<file path="src/rtl/systolic_mm_core.sv">
// systolic_mm_core
//   Output-stationary NxN systolic matrix multiplier.
//   Streams in A then B (each row-major, DW bits per element), runs 3N-2
//   compute cycles through an NxN grid of multiply-accumulate cells, then
//   streams out C = A*B (optionally added to the previous C) row-major.
//
// Ports
//   clk, rst        : clock, asynchronous active-high reset
//   in_valid/ready  : input element handshake, in_data carries the element
//   signed_mode     : two's complement operands when 1 (sampled at run start)
//   acc_en          : accumulate onto previous C when 1 (sampled at run start)
//   out_valid/ready : result handshake, out_data carries one C element
//   busy            : core is not idle
//   done            : one-cycle pulse after the last C element is taken
module systolic_mm_core #(
  parameter int N     = 2,
  parameter int DW    = 8,
  parameter int ACC_W = 18
) (
  input  logic             clk,
  input  logic             rst,
  input  logic             in_valid,
  output logic             in_ready,
  input  logic [DW-1:0]    in_data,
  input  logic             signed_mode,
  input  logic             acc_en,
  output logic             out_valid,
  input  logic             out_ready,
  output logic [ACC_W-1:0] out_data,
  output logic             busy,
  output logic             done
);

  localparam int NN = N * N;
  localparam int LW = $clog2(2 * NN);
  localparam int TW = $clog2(3 * N);
  localparam int OW = $clog2(NN);

  localparam logic [LW-1:0] LOAD_LAST = LW'(2 * NN - 1);
  localparam logic [TW-1:0] COMP_LAST = TW'(3 * N - 3);
  localparam logic [OW-1:0] OUT_LAST  = OW'(NN - 1);

  typedef enum logic [1:0] {S_IDLE, S_LOAD, S_COMPUTE, S_OUT} state_t;

  state_t          state_q, state_d;
  logic [LW-1:0]   load_cnt_q, load_cnt_d;
  logic [TW-1:0]   cyc_q, cyc_d;
  logic [OW-1:0]   out_idx_q, out_idx_d;
  logic            mode_q, mode_d;
  logic            acc_en_q, acc_en_d;
  logic            done_q, done_d;
  logic            ready_q;

  logic            in_hs, out_hs, compute_act, first_cyc;

  logic [DW-1:0]    a_mem [NN];
  logic [DW-1:0]    b_mem [NN];
  logic [DW-1:0]    west  [N];
  logic [DW-1:0]    north [N];
  logic [DW-1:0]    a_pipe [N*(N-1)];
  logic [DW-1:0]    b_pipe [N*(N-1)];
  logic [ACC_W-1:0] acc_flat [NN];

  // ready_q keeps in_ready low until the first edge after reset releases
  assign in_ready    = ready_q & ((state_q == S_IDLE) | (state_q == S_LOAD));
  assign in_hs       = in_valid & in_ready;
  assign out_valid   = (state_q == S_OUT);
  assign out_hs      = out_valid & out_ready;
  assign out_data    = out_valid ? acc_flat[out_idx_q] : '0;
  assign busy        = (state_q != S_IDLE);
  assign done        = done_q;
  assign compute_act = (state_q == S_COMPUTE);
  assign first_cyc   = (cyc_q == '0);

  always_ff @(posedge clk or posedge rst) begin
    if (rst) begin
      state_q    <= S_IDLE;
      load_cnt_q <= '0;
      cyc_q      <= '0;
      out_idx_q  <= '0;
      mode_q     <= 1'b0;
      acc_en_q   <= 1'b0;
      done_q     <= 1'b0;
      ready_q    <= 1'b0;
    end else begin
      state_q    <= state_d;
      load_cnt_q <= load_cnt_d;
      cyc_q      <= cyc_d;
      out_idx_q  <= out_idx_d;
      mode_q     <= mode_d;
      acc_en_q   <= acc_en_d;
      done_q     <= done_d;
      ready_q    <= 1'b1;
    end
  end

  always_comb begin
    state_d    = state_q;
    load_cnt_d = load_cnt_q;
    cyc_d      = cyc_q;
    out_idx_d  = out_idx_q;
    mode_d     = mode_q;
    acc_en_d   = acc_en_q;
    done_d     = 1'b0;
    case (state_q)
      S_IDLE: begin
        if (in_hs) begin
          state_d    = S_LOAD;
          load_cnt_d = LW'(1);
          mode_d     = signed_mode;
          acc_en_d   = acc_en;
        end
      end
      S_LOAD: begin
        if (in_hs) begin
          if (load_cnt_q == LOAD_LAST) begin
            state_d    = S_COMPUTE;
            load_cnt_d = '0;
            cyc_d      = '0;
          end else begin
            load_cnt_d = load_cnt_q + LW'(1);
          end
        end
      end
      S_COMPUTE: begin
        if (cyc_q == COMP_LAST) begin
          state_d   = S_OUT;
          cyc_d     = '0;
          out_idx_d = '0;
        end else begin
          cyc_d = cyc_q + TW'(1);
        end
      end
      S_OUT: begin
        if (out_hs) begin
          if (out_idx_q == OUT_LAST) begin
            state_d   = S_IDLE;
            out_idx_d = '0;
            done_d    = 1'b1;
          end else begin
            out_idx_d = out_idx_q + OW'(1);
          end
        end
      end
      default: state_d = S_IDLE;
    endcase
  end

  genvar gi, gj;

  // Operand store: element number load_cnt_q lands in A for 0..NN-1, B after
  for (gi = 0; gi < NN; gi++) begin : g_mem
    logic [DW-1:0] a_q, b_q;
    always_ff @(posedge clk or posedge rst) begin
      if (rst) begin
        a_q <= '0;
        b_q <= '0;
      end else if (in_hs) begin
        if (load_cnt_q == LW'(gi))      a_q <= in_data;
        if (load_cnt_q == LW'(NN + gi)) b_q <= in_data;
      end
    end
    assign a_mem[gi] = a_q;
    assign b_mem[gi] = b_q;
  end

  // Skewed edge feeds: row i of A (column j of B) starts i (j) cycles late;
  // anything outside the N-cycle window is a zero operand.
  for (gi = 0; gi < N; gi++) begin : g_edge
    logic [DW-1:0] w_v, n_v;
    always_comb begin
      w_v = '0;
      n_v = '0;
      for (int k = 0; k < N; k++) begin
        if (cyc_q == TW'(gi + k)) begin
          w_v = a_mem[gi*N + k];
          n_v = b_mem[k*N + gi];
        end
      end
    end
    assign west[gi]  = w_v;
    assign north[gi] = n_v;
  end

  for (gi = 0; gi < N; gi++) begin : g_row
    for (gj = 0; gj < N; gj++) begin : g_col
      logic [DW-1:0]        a_in, b_in;
      logic signed [DW:0]   a_s, b_s;
      logic signed [2*DW+1:0] p_s;
      logic [ACC_W-1:0]     term, acc_q, acc_d;

      if (gj == 0) begin : g_a_edge
        assign a_in = west[gi];
      end else begin : g_a_nbr
        assign a_in = a_pipe[gi*(N-1) + gj - 1];
      end
      if (gi == 0) begin : g_b_edge
        assign b_in = north[gj];
      end else begin : g_b_nbr
        assign b_in = b_pipe[(gi-1)*N + gj];
      end

      // One extra top bit makes a single signed multiplier cover both modes
      assign a_s = {mode_q & a_in[DW-1], a_in};
      assign b_s = {mode_q & b_in[DW-1], b_in};
      assign p_s = a_s * b_s;
      if (ACC_W > 2*DW + 2) begin : g_ext
        assign term = {{(ACC_W-2*DW-2){p_s[2*DW+1]}}, p_s};
      end else begin : g_trunc
        assign term = p_s[ACC_W-1:0];
      end

      assign acc_d = ((first_cyc & ~acc_en_q) ? '0 : acc_q) + term;

      always_ff @(posedge clk or posedge rst) begin
        if (rst)              acc_q <= '0;
        else if (compute_act) acc_q <= acc_d;
      end
      assign acc_flat[gi*N + gj] = acc_q;

      // Pass-through registers are flushed outside COMPUTE so each run starts clean
      if (gj < N-1) begin : g_pass_a
        logic [DW-1:0] a_q;
        always_ff @(posedge clk or posedge rst) begin
          if (rst) a_q <= '0;
          else     a_q <= compute_act ? a_in : '0;
        end
        assign a_pipe[gi*(N-1) + gj] = a_q;
      end
      if (gi < N-1) begin : g_pass_b
        logic [DW-1:0] b_q;
        always_ff @(posedge clk or posedge rst) begin
          if (rst) b_q <= '0;
          else     b_q <= compute_act ? b_in : '0;
        end
        assign b_pipe[gi*N + gj] = b_q;
      end
    end
  end

endmodule

</file>
<file path="config.mk">
export PLATFORM = sky130hd
export DESIGN_NAME = systolic_mm_core
export DESIGN_NICKNAME = d
export VERILOG_FILES = /design/src/rtl/systolic_mm_core.sv
export SDC_FILE = /design/constraint.sdc
export NUM_CORES = 1
export LEC_CHECK = 0
export BUFFER_PORTS_ARGS = -buffer_cell sky130_fd_sc_hd__buf_2
export CAP_MARGIN = 20
export CORE_MARGIN = 5
export CORE_UTILIZATION = 51
export DETAILED_ROUTE_END_ITERATION = 6
export PLACE_DENSITY = 0.67
export SYNTH_ARGS = -nofsm -noshare
export SYNTH_HDL_FRONTEND = slang
export SYNTH_SLANG_ARGS = --single-unit
</file>
<file path="constraint.sdc">
create_clock -name clk -period 10.13 [get_ports clk]
set_clock_uncertainty 0.15 [all_clocks]
set_input_delay 1.5195 -clock clk [delete_from_list [all_inputs] [get_ports clk]]
set_output_delay 1.5195 -clock clk [all_outputs]
set_load 0.02 [all_outputs]
</file>
# --- After elaboration in Yosys (flattened, before gate mapping) ---
# Index checks and enable logic that the tools add are counted.
totals:
  inputBits: 14
  regBits: 182
  out_inout_bits: 22
op_classes:
  mux: 42
  add_sub_neg: 7
  n_mul: 4
  n_eq_ne: 20
  bitwise: 15
  order_cmp: 1
  n_reduce_logical: 20
ops:
  columns: ["cell", "n"]
  rows:
  - ["18-bit 2-to-1 mux", 7]
  - ["8-bit 2-to-1 mux", 12]
  - ["18-bit adder", 4]
  - ["9-bit by 9-bit multiplier with 18-bit output", 4]
  - ["18-bit binary-select mux with 2-bit select", 1]
  - ["2-bit 2-to-1 mux", 9]
  - ["3-bit 2-to-1 mux", 6]
  - ["2-bit AND reduction", 9]
  - ["1-bit bitwise AND", 12]
  - ["3-bit by 2-bit == test with 1-bit output (second input constant)", 4]
  - ["3-bit == test (second input constant)", 4]
  - ["3-bit case mux with 2 select lines", 2]
  - ["3-bit AND reduction", 3]
  - ["2-bit by 1-bit inequality test with 1-bit output (second input constant)", 4]
  - ["2-bit case mux with 4 select lines", 1]
  - ["2-bit nonzero test", 4]
  - ["3-bit by 1-bit adder with 3-bit output (second input constant)", 2]
  - ["2-bit == test (second input constant)", 3]
  - ["3-bit by 1-bit == test with 1-bit output (second input constant)", 2]
  - ["3-bit logical NOT", 2]
  - ["6-bit AND reduction", 1]
  - ["2-bit inequality test (second input constant)", 2]
  - ["2-bit case mux with 2 select lines", 1]
  - ["3-bit greater-or-equal comparator (second input constant)", 1]
  - ["7 further kinds", 9]

# --- Longest topological paths before layout ---
# Gate-level depths: netlist of the first run.
logic_depth:
  word_depth: 6
  ltp_mapped: 28
  depth_no_buf: 25

# --- Worst setup path after synthesis of the first run ---
# No wires, ideal clock.
synth_path:
  kind: "register to register"
  startpoint: "register cyc_q[1]"
  endpoint: "register g_row[0].g_col[1].acc_q[13]"
  stages_incl_launch_ff: 29
  path_buffers: 4
  arrival_ps: 6325
  required_time_ps: 9855
  setup_time_ps: 125
  slack_ps: 3530
  path_cell_list: "dfrtp_1 inv_1 ha_1 nor2b_1 buf_2 nor2b_1 clkbuf_1 clkbuf_1 a22o_1 clkbuf_1 nand2_1 fa_1 inv_1 fa_1 inv_1 fa_1 inv_1 fa_1 inv_1 fa_1 inv_1 ha_1 o21a_1 nor2_1 a21o_1 o21ai_0 a221oi_1 xnor2_1 mux2_2"
synth_via:
  elab_chain_cells: 6
  elab_cells_between_ends: 10
synth_rtl:
  columns: ["item", "line", "source"]
  rows:
  - ["start, declared", "47", "logic [TW-1:0] cyc_q, cyc_d;"]
  - ["start signal, assigned", "88", "cyc_q <= cyc_d;"]
  - ["3-bit by 1-bit == test with 1-bit output", "175", "if (cyc_q == TW'(gi + k)) begin"]
  - ["8-bit 2-to-1 mux (2 in series)", "175", null]
  - ["1-bit bitwise AND", "205", "assign b_s = {mode_q & b_in[DW-1], b_in};"]
  - ["9-bit by 9-bit multiplier with 18-bit output", "206", "assign p_s = a_s * b_s;"]
  - ["18-bit adder (*)", "213", "assign acc_d = ((first_cyc & ~acc_en_q) ? '0 : acc_q) + term;"]
  - ["end signal, assigned", "216", "if (rst) acc_q <= '0;"]
  - ["end signal, assigned", "217", "else if (compute_act) acc_q <= acc_d;"]
  - ["end, declared", "190", "logic [ACC_W-1:0] term, acc_q, acc_d;"]
# Every way passes the cells marked *; elsewhere a longest branch is shown, timed or not.
# A chain may end at the register's enable or synchronous reset.

# --- Final worst setup path of the first run ---
layout_path:
  startpoint: "register cyc_q[1]"
  endpoint: "register g_row[1].g_col[0].acc_q[17]"
layout_via:
  elab_chain_cells: 6
  elab_cells_between_ends: 10
layout_rtl:
  columns: ["item", "line", "source"]
  rows:
  - ["3-bit by 1-bit == test with 1-bit output", "175", null]
  - ["8-bit 2-to-1 mux (2 in series)", "175", null]
  - ["1-bit bitwise AND", "204", "assign a_s = {mode_q & a_in[DW-1], a_in};"]
  - ["9-bit by 9-bit multiplier with 18-bit output", "206", null]
  - ["18-bit adder (*)", "213", null]
  - ["end signal, assigned", "216", null]
  - ["end signal, assigned", "217", null]
  - ["end, declared", "190", null]
# Marks and branches as above.

==> flow_summary_export.csv, run 1 <==
group,metric,value,unit
final_layout,final_cell_mix,"inv_1 (456), fa_1 (331), nand2_1 (211)",
power_and_ir_drop,pwr-share-comb,0.577,
sta,setup_viol,0,
synth,syn-cell-area,22600,um^2
power_and_ir_drop,internal_power,2350,uW
place,place_congestion,0.911,
route,drtPass1Iterations,5,
final_layout,final_cells,2861,
final_layout,drive_gt1_frac,0.101,
route,wl_met1,23.2,mm
setup_path,critPathMaxFanout,16,
clock_tree,clkSinkCount,182,
floorplanning,num_rows,77,
sta,period_share,0.680,
clock_tree,cts_resized,0,
sta,fmax,145,MHz
setup_path,setup.worst_path.end_class,"flip-flop",
route,wl_per_cell,18.3,um
power_and_ir_drop,p_clk_frac,0.148,
floorplanning,die_h,221,um
place,dp_cells,2828,
setup_path,crit_arrival,7.04,ns
grt,grt_max_degree,112,
final_layout,area_growth,5.62,%
clock_tree,htree_levels,4,
synth,yosys_warnings,0,
synth,syn_nets,2829,
sta,fin_setup_tns,0,ns
floorplanning,dieArea,48700,um^2
route,detail-route-antenna-nets,0,
setup_path,required,10.28,ns
power_and_ir_drop,p_seq_frac,0.276,
route,drc,0,
route,drt-total-wl,52.4,mm
power_and_ir_drop,ir_worst_vdd,0.000138,V
place,hpwlAfterDp,42.4,mm
power_and_ir_drop,switching_power,2160,uW
synth,yosysSeqAreaShare,0.201,
grt,grt_pass1_vias,16800,
synth,ys_types,61,
final_layout,fill_cells,3924,
sta,final_max_slew_viol_count,0,
setup_path,crit_type,"flip-flop to flip-flop",
grt,antenna_found_initial,0,
synth,synth-edff-count,0,
route,drt-vias-per-instance,5.40,
route,first_iter_violations,873,
job,max-cap-violations,0,
clock_tree,cts_inserted_buffers,17,
power_and_ir_drop,powerDensity,189,nW/um^2
grt,grt_pass1_wl,87.9,mm
synth,ys_seq_elements,182,
floorplanning,top_level_ports,36,
clock_tree,root_buffer,"clkbuf_16",
route,via_count,15400,
setup_path,crit_start,"cyc_q[1]",
route,wl_met3,2.67,mm
grt,grt_use_total,0.230,
clock_tree,post-cts-setup-buffers,0,
final_layout,utilization,0.543,
clock_tree,cts_tree,"built",
worst_hold_path,hp-class,"flip-flop to flip-flop",
floorplanning,core_area,44000,um^2
sta,tightest_slew,0.948,ns
final_layout,final_common_cell,"inv_1",
clock_tree,cts.reportedPaths.clkPinSlew,0.08,ns
power_and_ir_drop,sw_frac_of_total,0.479,
final_layout,num-nets-final,2806,
setup_path,reg2reg_from,"cyc_q[1]",
clock_tree,postCtsHoldBufs,0,
route,dr_wl_met2,24.9,mm
clock_tree,clkLatencyLatePin,0.46,ns
power_and_ir_drop,leakagePower,0.0124,uW
worst_hold_path,hp-start,"g_mem[2].a_q[7]",
sta,whs,0.360,ns
sta,rsz0062_at_grt,"no",
synth,avgSynthCellArea,9.94,um^2
grt,overflow,0,
sta,max_slew_margin,0.368,
sta,finalCriticalPeriod,6.89,ns
setup_path,startpoint_type,"flip-flop",
floorplanning,die_w,221,um
status,outcome,"finished clean",
route,maxUsedRoutingLayer,"met4",
floorplanning,start_util,0.514,
sta,hold_viol,0,
clock_tree,clockBufferDepth,2,
synth,synth-async-reset-ratio,1.00,
place,portBuffers,35,
synth,synthFlopType,"dfrtp_1",
synth,syn_inst,2278,
==> layer usage <==
metal | GRT usage | vias up
met5 | 0 | -
met4 | 0.0769 | 0
met3 | 0.0369 | 73
met2 | 0.376 | 353
met1 | 0.316 | 7942
li1 | - | 7073
==> final timing paths <==
check / endpoint / slack [ns] / cells after the start
min: g_mem[2].a_q[7] / 0.36 / 1
min reg2reg: g_mem[2].a_q[7] / 0.36 / 1
min in group asynchronous: g_mem[1].a_q[5] / 1.05 / 2
max reg2reg: g_row[1].g_col[0].acc_q[17] / 3.24 / 24
max: g_row[1].g_col[0].acc_q[17] / 3.24 / 24
max in group asynchronous: g_row[1].g_col[1].acc_q[9] / 7.26 / 3
==> cell usage after synthesis (all sizes together) (3+ instances only) <==
cell    count  area share
a32o        3      0.0013
or2        11      0.0030
nor2b      14      0.0039
a22oi      11      0.0036
a311oi      4      0.0015
a221oi      6      0.0023
a31oi       3     0.00083
nor3       18      0.0042
o21bai      8      0.0027
a211oi      6      0.0020
o31a        3      0.0012
xnor2      68       0.026
nand2b     11      0.0030
a21o       23      0.0076
o41ai       3      0.0012
nand4       4      0.0011
o211ai      3     0.00099
a21oi      46       0.010
o21a       11      0.0036
clkbuf     72       0.012
ha        206        0.11
mux4       18       0.018
mux2      115       0.057
fa        331        0.29
inv       457       0.076
o21ai      30      0.0066
and3       10      0.0028
a22o       35       0.014
nand2     211       0.035
buf        16      0.0028
xor2       14      0.0054
and2      195       0.054
nor2       84       0.014
nand3      16      0.0035
dfrtp     182        0.20
==> power groups by stage <==
| stage | clock [uW] | combinational (uW) | sequential (uW) |
|---|---|---|---|
| 2_1_floorplan | 0 | 2000 | 1080 |
| 3_3_place_gp | 0 | 2510 | 1240 |
| 3_5_place_dp | 0 | 2590 | 1250 |
| 4_1_cts | 683 | 2600 | 1240 |
| 5_1_grt | 712 | 2920 | 1270 |
| 6_report | 667 | 2600 | 1240 |
==> critical path, stage by stage, from the launching register on <==
cell      delay (ns)
dfrtp_1         0.42
inv_1           0.09
ha_1            0.18
nor2b_1         0.19
nor2b_1         0.16
buf_4           0.23
a22o_1          0.38
and2_1          0.32
nand2_1         0.17
fa_1            0.65
fa_1            0.53
inv_1           0.05
fa_1            0.49
fa_1            0.51
inv_1           0.05
fa_1            0.47
inv_1           0.04
ha_1            0.32
a21oi_1         0.25
o21ai_0         0.18
o21ai_0         0.19
o21bai_1        0.12
o41ai_1         0.35
xnor2_1         0.16
a21oi_1         0.08
==> state kept, by name, indices dropped and copies added (netlist names), 2 cells and up <==
register	flops
g_row.g_col.g_pass_a.a_q	16
g_mem.b_q	32
g_row.g_col.g_pass_b.b_q	16
g_row.g_col.acc_q	72
state_q	2
cyc_q	3
load_cnt_q	3
g_mem.a_q	32
out_idx_q	2
==> metrics by stage <==
step / area, um^2 / setup WS, ns / total power, uW
final: 23900 / 3.24 / 4510
after CTS: 23900 / 3.28 / 4520
after global placement: 23300 / 3.46 / 3750
after global routing: 23900 / 2.79 / 4900
after floorplan: 22600 / 3.52 / 3070
after detailed placement: 23300 / 3.29 / 3840
==> kinds of logic (layout without fill, tap and decap cells) <==
logic type,Yosys count,count (layout),synth area share
XOR/XNOR,82,82,0.0317
AND/OR/NAND/NOR,583,583,0.127
flip-flops,182,182,0.201
multiplexers,134,134,0.0755
adder cells (fa/ha/maj),537,537,0.406
AO/OA/AOI/OAI,213,213,0.0669
buffers and inverters,546,536,0.0906
other,1,2,0.000166
==> layout make-up <==
class | instances | area [um^2] | share of cell area
Sequential cell | 182 | 4550 | 0.190
Clock inverter | 15 | 155 | 0.00649
Tap cell | 592 | 741 | 0.0310
Clock buffer | 17 | 425 | 0.0178
Multi-Input combinational cell | 1550 | 16100 | 0.671
Timing Repair Buffer | 46 | 258 | 0.0108
Inverter | 458 | 1730 | 0.0722
Antenna cell | 1 | 2.50 | 0.000105
(Power assumes the default switching activity.)
==> run 2: changes to the inputs <==
ABC_AREA = 1   (was not set)
clock period = 6.6 ns   (was 10.13 ns; I/O delays follow)
==> run 2 against run 1 <==
Against the previous run: count of clock-buffer cells in the layout up 1; combinational power increased to 2.9 times the previous value; fmax is 9.6% higher; final cell count increased by 31%; synthesized cell count up 36%; die area grew 4.8%; register-to-register slack got worse by 2.9 ns; sequential share of layout area fell by 1.1 points; clock power grew 72%; cell area grew 6.3%; non-clock buffer count up 38; critical endpoint is now g_row[1].g_col[0].acc_q[13].
==> flow_summary_export.csv, run 2 <==
group,metric,value,unit
setup_path,crit_arrival,6.46,ns
route,first_iter_violations,1393,
place,portBuffers,35,
clock_tree,htree_levels,4,
setup_path,cpLargestDelayFamily,"adder cells",
route,drt-vias-per-instance,5.20,
clock_tree,clkLatencyLatePin,0.49,ns
final_layout,num-nets-final,3672,
floorplanning,num_rows,79,
clock_tree,clockBufferDepth,2,
synth,avgSynthCellArea,7.66,um^2
grt,grt_pass1_wl,107,mm
synth,synth_most_common_cell,"nand2_1",
synth,syn_inst,3102,
power_and_ir_drop,p_total,10700,uW
sta,max_slew_margin,0.261,
clock_tree,cts_tree,"built",
final_layout,final_common_cell,"nand2_1",
grt,overflow,0,
synth,syn-cell-area,23800,um^2
sta,whs,0.340,ns
clock_tree,cts.reportedPaths.clkPinSlew,0.08,ns
job,max-cap-violations,0,
floorplanning,dieArea,51000,um^2
final_layout,regMostFlops,"g_row.g_col.acc_q",
place,place_congestion,0.953,
sta,finalCriticalPeriod,6.29,ns
final_layout,area_growth,6.92,%
sta,tightest_slew,1.11,ns
grt,grt_max_degree,84,
final_layout,top_regs,"g_row.g_col.acc_q (72), g_mem.a_q (32), g_mem.b_q (32)",
final_layout,largest_register_ffs,72,
sta,period_share,0.952,
place,dpl_cell_area,24700,um^2
synth,synth-async-reset-ratio,1.00,
route,wl_per_cell,17.1,um
floorplanning,die_w,226,um
sta,hold_viol,0,
final_layout,final_cell_mix,"nand2_1 (778), inv_1 (736), fa_1 (328)",
setup_path,setup.worst_path.end_class,"flip-flop",
sta,fmax,159,MHz
clock_tree,cts_inserted_buffers,17,
final_layout,drive_gt1_frac,0.0555,
setup_path,r2r_slack,0.31,ns
synth,yosysSeqAreaShare,0.192,
synth,synthFlopType,"dfrtp_1",
sta,final_max_slew_viol_count,0,
final_layout,final_area,25400,um^2
setup_path,startpoint_type,"flip-flop",
setup_path,max_stage_delay,0.53,ns
synth,ys_top_cells_by_area,"fa_1 (28%), dfrtp_1 (19%), nand2_1 (12%)",
setup_path,slowest_stage,"fa_1",
synth,synth_top_area_frac,0.279,
grt,antenna_found_initial,0,
floorplanning,top_level_ports,36,
floorplanning,core_area,46400,um^2
route,drt-total-wl,64.2,mm
synth,syn_nets,3653,
power_and_ir_drop,ir_worst_vdd,0.000400,V
setup_path,path_buf_inv,10,
grt,grt_use_total,0.265,
status,outcome,"finished clean",
power_and_ir_drop,powerDensity,419,nW/um^2
route,detail-route-antenna-nets,0,
grt,grt_pass1_vias,20400,
synth,ys_types,45,
floorplanning,die_h,226,um
synth,synth-edff-count,0,
worst_hold_path,hp-class,"flip-flop to flip-flop",
route,drc,0,
sta,fin_setup_tns,0,ns
route,via_count,19500,
synth,ys_seq_elements,182,
synth,synth_top_area_cell,"fa_1",
clock_tree,clkSinkCount,182,
floorplanning,start_util,0.513,
setup_path,worst_path_most_repeated_cell,"inv_1",
clock_tree,root_buffer,"clkbuf_16",
setup_path,required,6.77,ns
power_and_ir_drop,leakagePower,0.0145,uW
setup_path,crit_type,"flip-flop to flip-flop",
route,drtPass1Iterations,7,
synth,yosys_warnings,0,
place,hpwlAfterDp,52.5,mm
setup_path,critPathMaxFanout,15,
synth,synthTopCellsByCount,"nand2_1 (778), inv_1 (742), fa_1 (331)",
sta,setup_viol,0,
run 2: changes by cell type after synthesis, sizes merged, moves of 115 or more:
cell / change
nor2: +137
o21ai: +161
inv: +290
and2: -190
nand2: +570
mux2: -115
run 2: stage by stage:
| stage | setup WS [ns] | utilization | instances |
|---|---|---|---|
| final | 0.314 | 0.548 | 3742 |
| after detailed placement | 0.129 | 0.533 | 3707 |
| after CTS | 0.0994 | 0.547 | 3739 |
| after global placement | 0.276 | 0.533 | 3707 |
| after floorplan | 0.516 | - | 3102 |
| after global routing | -0.0134 | 0.548 | 3741 |
run 2: final cells by class:
| class | instances | area (um^2) |
|---|---|---|
| repair buffers | 84 | 547 |
| clock buffers | 18 | 439 |
| multi-input cells | 2079 | 16100 |
| inverters | 757 | 2850 |
| flip-flops and latches | 182 | 4550 |
| well taps | 607 | 759 |
| fillers | 4438 | 20900 |
| diodes | 1 | 2.50 |
| clock inverters | 14 | 210 |
run 2: report_power, final:
part           switching (uW)  leakage (uW)  total (uW)  internal, uW
Combinational            4850        0.0118        7560          2710
Sequential                452       0.00241        1950          1500
Clock                     558      0.000308        1150           594
run 2: per-layer routing:
layer | global-route usage | routed length (um) | vias to the layer above
met5 | 0 | 0 | -
met4 | 0.0867 | 2060 | 0
met3 | 0.0439 | 3790 | 100
met2 | 0.421 | 28900 | 548
met1 | 0.373 | 29400 | 9538
li1 | - | - | 9280
run 2: final timing paths:
path	cells past startpoint	endpoint	from
max reg2reg	29	g_row[1].g_col[0].acc_q[13]	cyc_q[1]
max in group asynchronous	3	g_row[0].g_col[1].g_pass_b.b_q[5]	rst
min	2	g_mem[0].b_q[1]	g_mem[0].b_q[1]
max	29	g_row[1].g_col[0].acc_q[13]	cyc_q[1]
min in group asynchronous	2	g_row[0].g_col[0].g_pass_b.b_q[2]	rst
min reg2reg	2	g_mem[0].b_q[1]	g_mem[0].b_q[1]
run 2: logic make-up (layout without fill, tap and decap cells):
group / after synthesis / count (layout) / share of synthesized area
and+or+nand+nor: 1172 / 1172 / 0.200
buffers and inverters: 841 / 873 / 0.135
adders and majority gates: 537 / 537 / 0.387
AOI/OAI and AO/OA: 338 / 338 / 0.0753
DFF: 182 / 182 / 0.192
xor gates and xnor gates: 31 / 31 / 0.0114
other: 1 / 2 / 0.000158
run 2: tightest hold or removal path, stage by stage (launching register included):
cell     delay (ns)
dfrtp_1        0.35
nand2_1        0.05
o21ai_0        0.06
run 2: timing repair:
item	CTS	global route
buffers inserted	0	2
hold buffers	0	0
setup endpoints to repair	0	23
gates resized for setup	0	21
